<file path="config.mk">
export PLATFORM = sky130hd
export DESIGN_NAME = seven_seg_scan
export DESIGN_NICKNAME = d
export VERILOG_FILES = /design/src/rtl/seven_seg_scan.sv
export SDC_FILE = /design/constraint.sdc
export NUM_CORES = 1
export LEC_CHECK = 0
export CORE_ASPECT_RATIO = 0.7
export CORE_MARGIN = 2
export CORE_UTILIZATION = 47
export DETAILED_ROUTE_END_ITERATION = 6
export GPL_TIMING_DRIVEN = 0
export HOLD_SLACK_MARGIN = 0.05
export PLACE_DENSITY = 0.81
export RECOVER_POWER = 50
export SLEW_MARGIN = 40
export SYNTH_ARGS = -nofsm -noshare
export SYNTH_HDL_FRONTEND = slang
export SYNTH_SLANG_ARGS = --single-unit
</file>
<file path="constraint.sdc">
create_clock -name clk -period 6.6 [get_ports clk]
set_clock_uncertainty 0.2 [all_clocks]
set_input_delay 0.99 -clock clk [delete_from_list [all_inputs] [get_ports clk]]
set_output_delay 0.99 -clock clk [all_outputs]
set_load 0.02 [all_outputs]
</file>
<file path="src/rtl/seven_seg_scan.sv">
// seven_seg_scan: multiplexed seven-segment display driver.
//
// Scans DIGITS digits, one slot of SCAN_DIV clocks per digit. Inside each
// slot the digit is lit while the top BRIGHT_W prescaler bits are below
// `brightness`, which gives PWM dimming and a dark tail that acts as ghosting
// dead time. `value` is copied into a snapshot only at the frame boundary, so
// the displayed frame never tears. All polarities are active-high; the board
// top level does any inversion.
//
// Optional build macro: SEVEN_SEG_DP_EN adds the dp_in port (one decimal point
// per digit, snapshotted together with value). Without it, dp is tied to 0.
//
// Ports:
//   clk        system clock
//   reset      asynchronous active-low reset
//   value      4*DIGITS-bit hex word, digit 0 = rightmost nibble
//   blank_lz   1 = blank leading zero digits (digit 0 is never blanked)
//   brightness PWM duty, 0 = dark
//   dp_in      (SEVEN_SEG_DP_EN only) per-digit decimal points
//   an         one-hot digit enable
//   seg        segments {g,f,e,d,c,b,a}
//   dp         decimal point for the current digit
//   frame_tick one-cycle pulse in the first cycle of digit 0's slot
module seven_seg_scan #(
  parameter int DIGITS   = 4,
  parameter int SCAN_DIV = 1024,
  parameter int BRIGHT_W = 4
) (
  input  logic                  clk,
  input  logic                  reset,
  input  logic [4*DIGITS-1:0]   value,
  input  logic                  blank_lz,
  input  logic [BRIGHT_W-1:0]   brightness,
`ifdef SEVEN_SEG_DP_EN
  input  logic [DIGITS-1:0]     dp_in,
`endif
  output logic [DIGITS-1:0]     an,
  output logic [6:0]            seg,
  output logic                  dp,
  output logic                  frame_tick
);

  localparam int PW = $clog2(SCAN_DIV);
  localparam int IW = (DIGITS > 1) ? $clog2(DIGITS) : 1;

  logic [PW-1:0]       presc_q, presc_d;
  logic [IW-1:0]       idx_q, idx_d;
  logic [4*DIGITS-1:0] snap_q, snap_d;
  logic [DIGITS-1:0]   an_q, an_d;
  logic [6:0]          seg_q, seg_d;
  logic                dp_q, dp_d;
  logic                frame_tick_q, frame_tick_d;

  logic                slot_end, frame_end;
  logic [3:0]          nibble;
  logic [DIGITS-1:0]   lz;
  logic                run_zero;
  logic                blanked;
  logic [BRIGHT_W-1:0] phase;

  function automatic logic [6:0] hex_to_seg(input logic [3:0] h);
    case (h)
      4'h0: hex_to_seg = 7'h3F;
      4'h1: hex_to_seg = 7'h06;
      4'h2: hex_to_seg = 7'h5B;
      4'h3: hex_to_seg = 7'h4F;
      4'h4: hex_to_seg = 7'h66;
      4'h5: hex_to_seg = 7'h6D;
      4'h6: hex_to_seg = 7'h7D;
      4'h7: hex_to_seg = 7'h07;
      4'h8: hex_to_seg = 7'h7F;
      4'h9: hex_to_seg = 7'h6F;
      4'hA: hex_to_seg = 7'h77;
      4'hB: hex_to_seg = 7'h7C;
      4'hC: hex_to_seg = 7'h39;
      4'hD: hex_to_seg = 7'h5E;
      4'hE: hex_to_seg = 7'h79;
      default: hex_to_seg = 7'h71;
    endcase
  endfunction

`ifdef SEVEN_SEG_DP_EN
  logic [DIGITS-1:0] dp_snap_q, dp_snap_d;
`endif

  // Scan counters and frame snapshot.
  always_comb begin
    slot_end  = (presc_q == PW'(SCAN_DIV - 1));
    frame_end = slot_end && (idx_q == IW'(DIGITS - 1));
    // SCAN_DIV is a power of two, so the prescaler wraps on overflow.
    presc_d   = presc_q + PW'(1);
    idx_d     = idx_q;
    if (slot_end) idx_d = frame_end ? '0 : idx_q + IW'(1);
    snap_d    = frame_end ? value : snap_q;
  end

`ifdef SEVEN_SEG_DP_EN
  always_comb begin
    dp_snap_d = frame_end ? dp_in : dp_snap_q;
  end
`endif

  // Display decode for the current counter state; registered below.
  always_comb begin
    nibble = snap_q[4*int'(idx_q) +: 4];

    // lz[i] = nibble i and every higher nibble are zero.
    run_zero = 1'b1;
    lz       = '0;
    for (int i = DIGITS - 1; i >= 0; i--) begin
      run_zero = run_zero && (snap_q[4*i +: 4] == 4'h0);
      lz[i]    = run_zero;
    end
    lz[0] = 1'b0;

    blanked = blank_lz && lz[idx_q];
    phase   = presc_q[PW-1 -: BRIGHT_W];

    an_d = '0;
    if ((phase < brightness) && !blanked) an_d = DIGITS'(1) << idx_q;

    seg_d        = hex_to_seg(nibble);
`ifdef SEVEN_SEG_DP_EN
    dp_d         = dp_snap_q[idx_q];
`else
    dp_d         = 1'b0;
`endif
    frame_tick_d = frame_end;
  end

  always_ff @(posedge clk or negedge reset) begin
    if (!reset) begin
      presc_q      <= '0;
      idx_q        <= '0;
      snap_q       <= '0;
      an_q         <= '0;
      seg_q        <= '0;
      dp_q         <= 1'b0;
      frame_tick_q <= 1'b0;
    end else begin
      presc_q      <= presc_d;
      idx_q        <= idx_d;
      snap_q       <= snap_d;
      an_q         <= an_d;
      seg_q        <= seg_d;
      dp_q         <= dp_d;
      frame_tick_q <= frame_tick_d;
    end
  end

`ifdef SEVEN_SEG_DP_EN
  always_ff @(posedge clk or negedge reset) begin
    if (!reset) dp_snap_q <= '0;
    else        dp_snap_q <= dp_snap_d;
  end
`endif

  assign an         = an_q;
  assign seg        = seg_q;
  assign dp         = dp_q;
  assign frame_tick = frame_tick_q;

endmodule

</file>
* After elaboration in Yosys (flattened, before gate mapping)
Memory sizes are Yosys's and may differ from the RTL's. A register that Yosys moved wholly into a read port is not among the register bits. Cells that the tools add are included.
Word-level totals: register bits 33, input bits 23, memories 1, word-level logic and storage cells 28, output and inout bits 13, ROM bits 112
Memory list:
- (name not given) | words 16, width 7, rd ports 1, clocked after memory_dff 1, wr ports 0, line 62 | case (h)
Cells by class: equality and inequality tests 2, reductions and logical operators 10, add/subtract/negate cells 2, order comparisons 2, shifts and indexed selects 2, muxes and demuxes 4
Operator list (count):
- $shiftx 16x5->4 | 1
- $logic_not 4->1 | 3
- $add 10x1->10 const B | 1
- $eq 10x10->1 const B | 1
- $logic_and 1x1->1 | 5
- $lt 4x4->1 | 1
- $mux 4 | 1
- $shl 1x2->4 const A | 1
- $lt 2x3->1 const B | 1
- $add 2x1->2 const B | 1
- $bmux 1 s2 | 1
- $eq 2x2->1 const B | 1
- $logic_not 1->1 | 2
- $mux 2 | 1
- $mux 1 | 1

* Depth between registers and ports, before layout
depth after elaboration 9, gate-level depth with buffers 7, depth with buffers taken out 6

* Least setup slack after synthesis
No wires, ideal clock.
path kind flip-flop to flip-flop, start reg idx_q[0], end reg seg_q[3], in the netlist seg[3], library setup time 64 ps, required time 6336 ps, slack 4332 ps, path buffers 1, period minus slack after synthesis 2268 ps, arrival time 2003 ps, cell stages (with the launch flop) 8, cell sequence dfrtp_1 > bufbuf_16 > mux4_1 > inv_1 > ha_1 > inv_1 > mux4_2 > inv_1
Between the ends: longest elaborated chain between the ends 1
RTL lines:
- start, declared | line 47 | logic [IW-1:0] idx_q, idx_d;
- start signal, assigned | line 142 | idx_q <= idx_d;
- $shiftx 16x5->4 | line 105 | nibble = snap_q[4*int'(idx_q) +: 4];
- end, declared | line 50 | logic [6:0] seg_q, seg_d;
Every way passes these cells. A chain may end at the register's enable or synchronous reset.

==> results.cfg <==
[layout]
final_common_cell = dfrtp_1
final_nets = 236
layout_common_cells = dfrtp_1 (40), clkdlybuf4s50_1 (33), mux2_2 (18), inv_1 (16), ha_1 (15)
fill_cells = 317
syn_to_final_growth_pct = 25.7
post_route_cells_drive_above_1_share_pct = 17.6
diodes = 0
fin_area_mm2 = 0.00252

[timing]
period_share_pct = 40.2
fmax_mhz = 377
hold_viol = 0
rsz0062_at_grt = no
period_needed_ns = 2.65
maxSlewViolCount = 0
finalSetupTns_ns = 0
max_slew_margin_pct = 9.88
worstMarginPinSlew_ns = 1.35
setup_violations = 0

[die]
initial_core_util_pct = 49.9
rows = 19
design.die.area_mm2 = 0.00481
ios = 36
core_mm2 = 0.00402
die_x_um = 82.1
die_y_um = 58.6

[detailed_routing]
via_count = 1306
routed_wl_um = 3740
firstDrtPassIters = 4
viasPerCell = 5.20
drt_iter0_drc = 18
ant_nets = 0
drc = 0
routedWlPerCell_um = 14.9

[worst_setup_path]
slowest_delay_ns = 1.06
crit_family = buffers and inverters
crit_top_cell = clkbuf_1
critPathLaunchType = input port
path_class = in2async
cp-end-kind = async pin
cp_slowest_cell = clkbuf_1
cp_num_buf_inv = 2
cp_max_fo = 26
cp.required_ns = 6.59
path_cells = clkbuf_1 > clkbuf_1
cp.arrival_ns = 2.64

[power_and_ir_drop]
power_density_mw_per_mm2 = 204
ir_drop_mv = 0.134
p_leak_uw = 0.00116

[yosys]
netlist_instances = 156
syn-num-nets = 194
ys_ff_latch = 40
yosysSeqAreaShare_pct = 49.9
synthDistinctLibCells = 33
synth_top_area_share_pct = 49.9
yosysTopAreaCell = dfrtp_1
avgSynthCellArea_um2 = 12.8
yosys-top-cells-area = dfrtp_1 (50%), mux2_2 (10%), ha_1 (9.4%)
synth_flop_cell = dfrtp_1
async_flop_share_pct = 100
netlist_area_mm2 = 0.00200
synth-warning-count = 0
synth_edf_count = 0

[clock_network]
cts_buffers = 5
ctsHtreeMaxLevel = 2
cts_resized = 0
cts.path.max_buffers = 2
cts_tree = done
cts_num_sinks = 40
cts_setup_buffers = 0
clk_pin_slew_ns = 0.08
cts_root_buf = clkbuf_8
clk_latency_ns = 0.30
ctsHoldBuffers = 0

[placed_design]
place_area_mm2 = 0.00243
place.gp.congestion = 0.854
dp_hpwl_um = 2900
port_buffers = 34

[global_routing]
grt_pass1_vias = 1304
grt_pass1_wl_um = 6170
gr-total-overflow = 0
use_met1_pct = 22.0
grt_use_met2_pct = 29.7
grt_max_degree = 27
grt_use_met3_pct = 7.67
grt-busiest-layer = met2
grt_usage_pct = 18.1
antenna_found_initial = 0

[min_path]
hold_class = reg2reg

[run]
drv_cap = 0

[status]
outcome = completed
## Yosys cell counts (all sizes together) (2+ instances only)
master,instances
nand3,7
nand2,4
a211oi,4
xnor2,4
ha,15
a21o,2
dfrtp,40
a22oi,5
nor2,7
mux4,5
inv,16
xor2,5
and3,2
buf,4
mux2,18
o21ai,4
## cell type report
| class | instances | area [µm²] | share of cell area [%] |
|---|---|---|---|
| flip-flops and latches | 40 | 1000 | 39.7 |
| multi-input cells | 95 | 880 | 34.9 |
| repair buffers | 35 | 338 | 13.4 |
| clock buffers | 5 | 68.8 | 2.73 |
| well taps | 52 | 65.1 | 2.58 |
| plain buffers | 5 | 63.8 | 2.53 |
| inverters | 16 | 60.1 | 2.38 |
| clock inverters | 3 | 42.5 | 1.69 |
## through the flow
step / std cells / power, µW / setup WS [ns] / hold slack, ns / utilization [%]
3_3_place_gp: 242 / 317 / 3.49 / 0.234 / 60.0
3_5_place_dp: 243 / 322 / 3.89 / 0.252 / 60.5
4_1_cts: 251 / 524 / 4.14 / 0.263 / 63.3
2_1_floorplan: 156 / 288 / 4.33 / 0.222 / -
6_report: 251 / 514 / 3.95 / 0.261 / 62.7
5_1_grt: 251 / 538 / 3.53 / 0.312 / 62.7
## logic make-up (layout without fill, tap and decap cells)
family	after synthesis	after routing	synth area share (%)
AO/OA/AOI/OAI	20	20	6.99
multiplexers	23	23	16.3
AND/OR/NAND/NOR	27	27	7.12
buffers and inverters	21	64	6.18
flip-flops	40	40	49.9
XOR/XNOR	9	9	3.93
other	1	1	0.187
adder cells (fa/ha/maj)	15	15	9.36
## worst paths after layout
path,startpoint,endpoint,slack [ns],cells after the start
worst min-delay path,presc_q[0],presc_q[0],0.26,1
max in group clk,idx_q[0],seg[3],4.15,7
min in group asynchronous,reset,an[3],0.55,1
worst max-delay path,reset,snap_q[12],3.95,2
worst max register to register,idx_q[0],seg[3],4.15,7
worst min register to register,presc_q[0],presc_q[0],0.26,1
## registers in the layout (all words and copies together), names as in the netlist
name        count
frame_tick      1
presc_q        10
an              4
snap_q         16
seg             7
idx_q           2
## where the power goes
| group | switching (µW) | internal (µW) |
|---|---|---|
| Combinational | 25.1 | 30.7 |
| Sequential | 4.96 | 254 |
| Clock | 87.7 | 112 |
| Total | 118 | 396 |
## metal layers
layer	wire length (µm)	share of wire (%)
met4	53	1.4
met3	204	5.5
met5	0	0
met2	1870	50
met1	1610	43
Note: power is estimated with default switching activity, not from simulation.
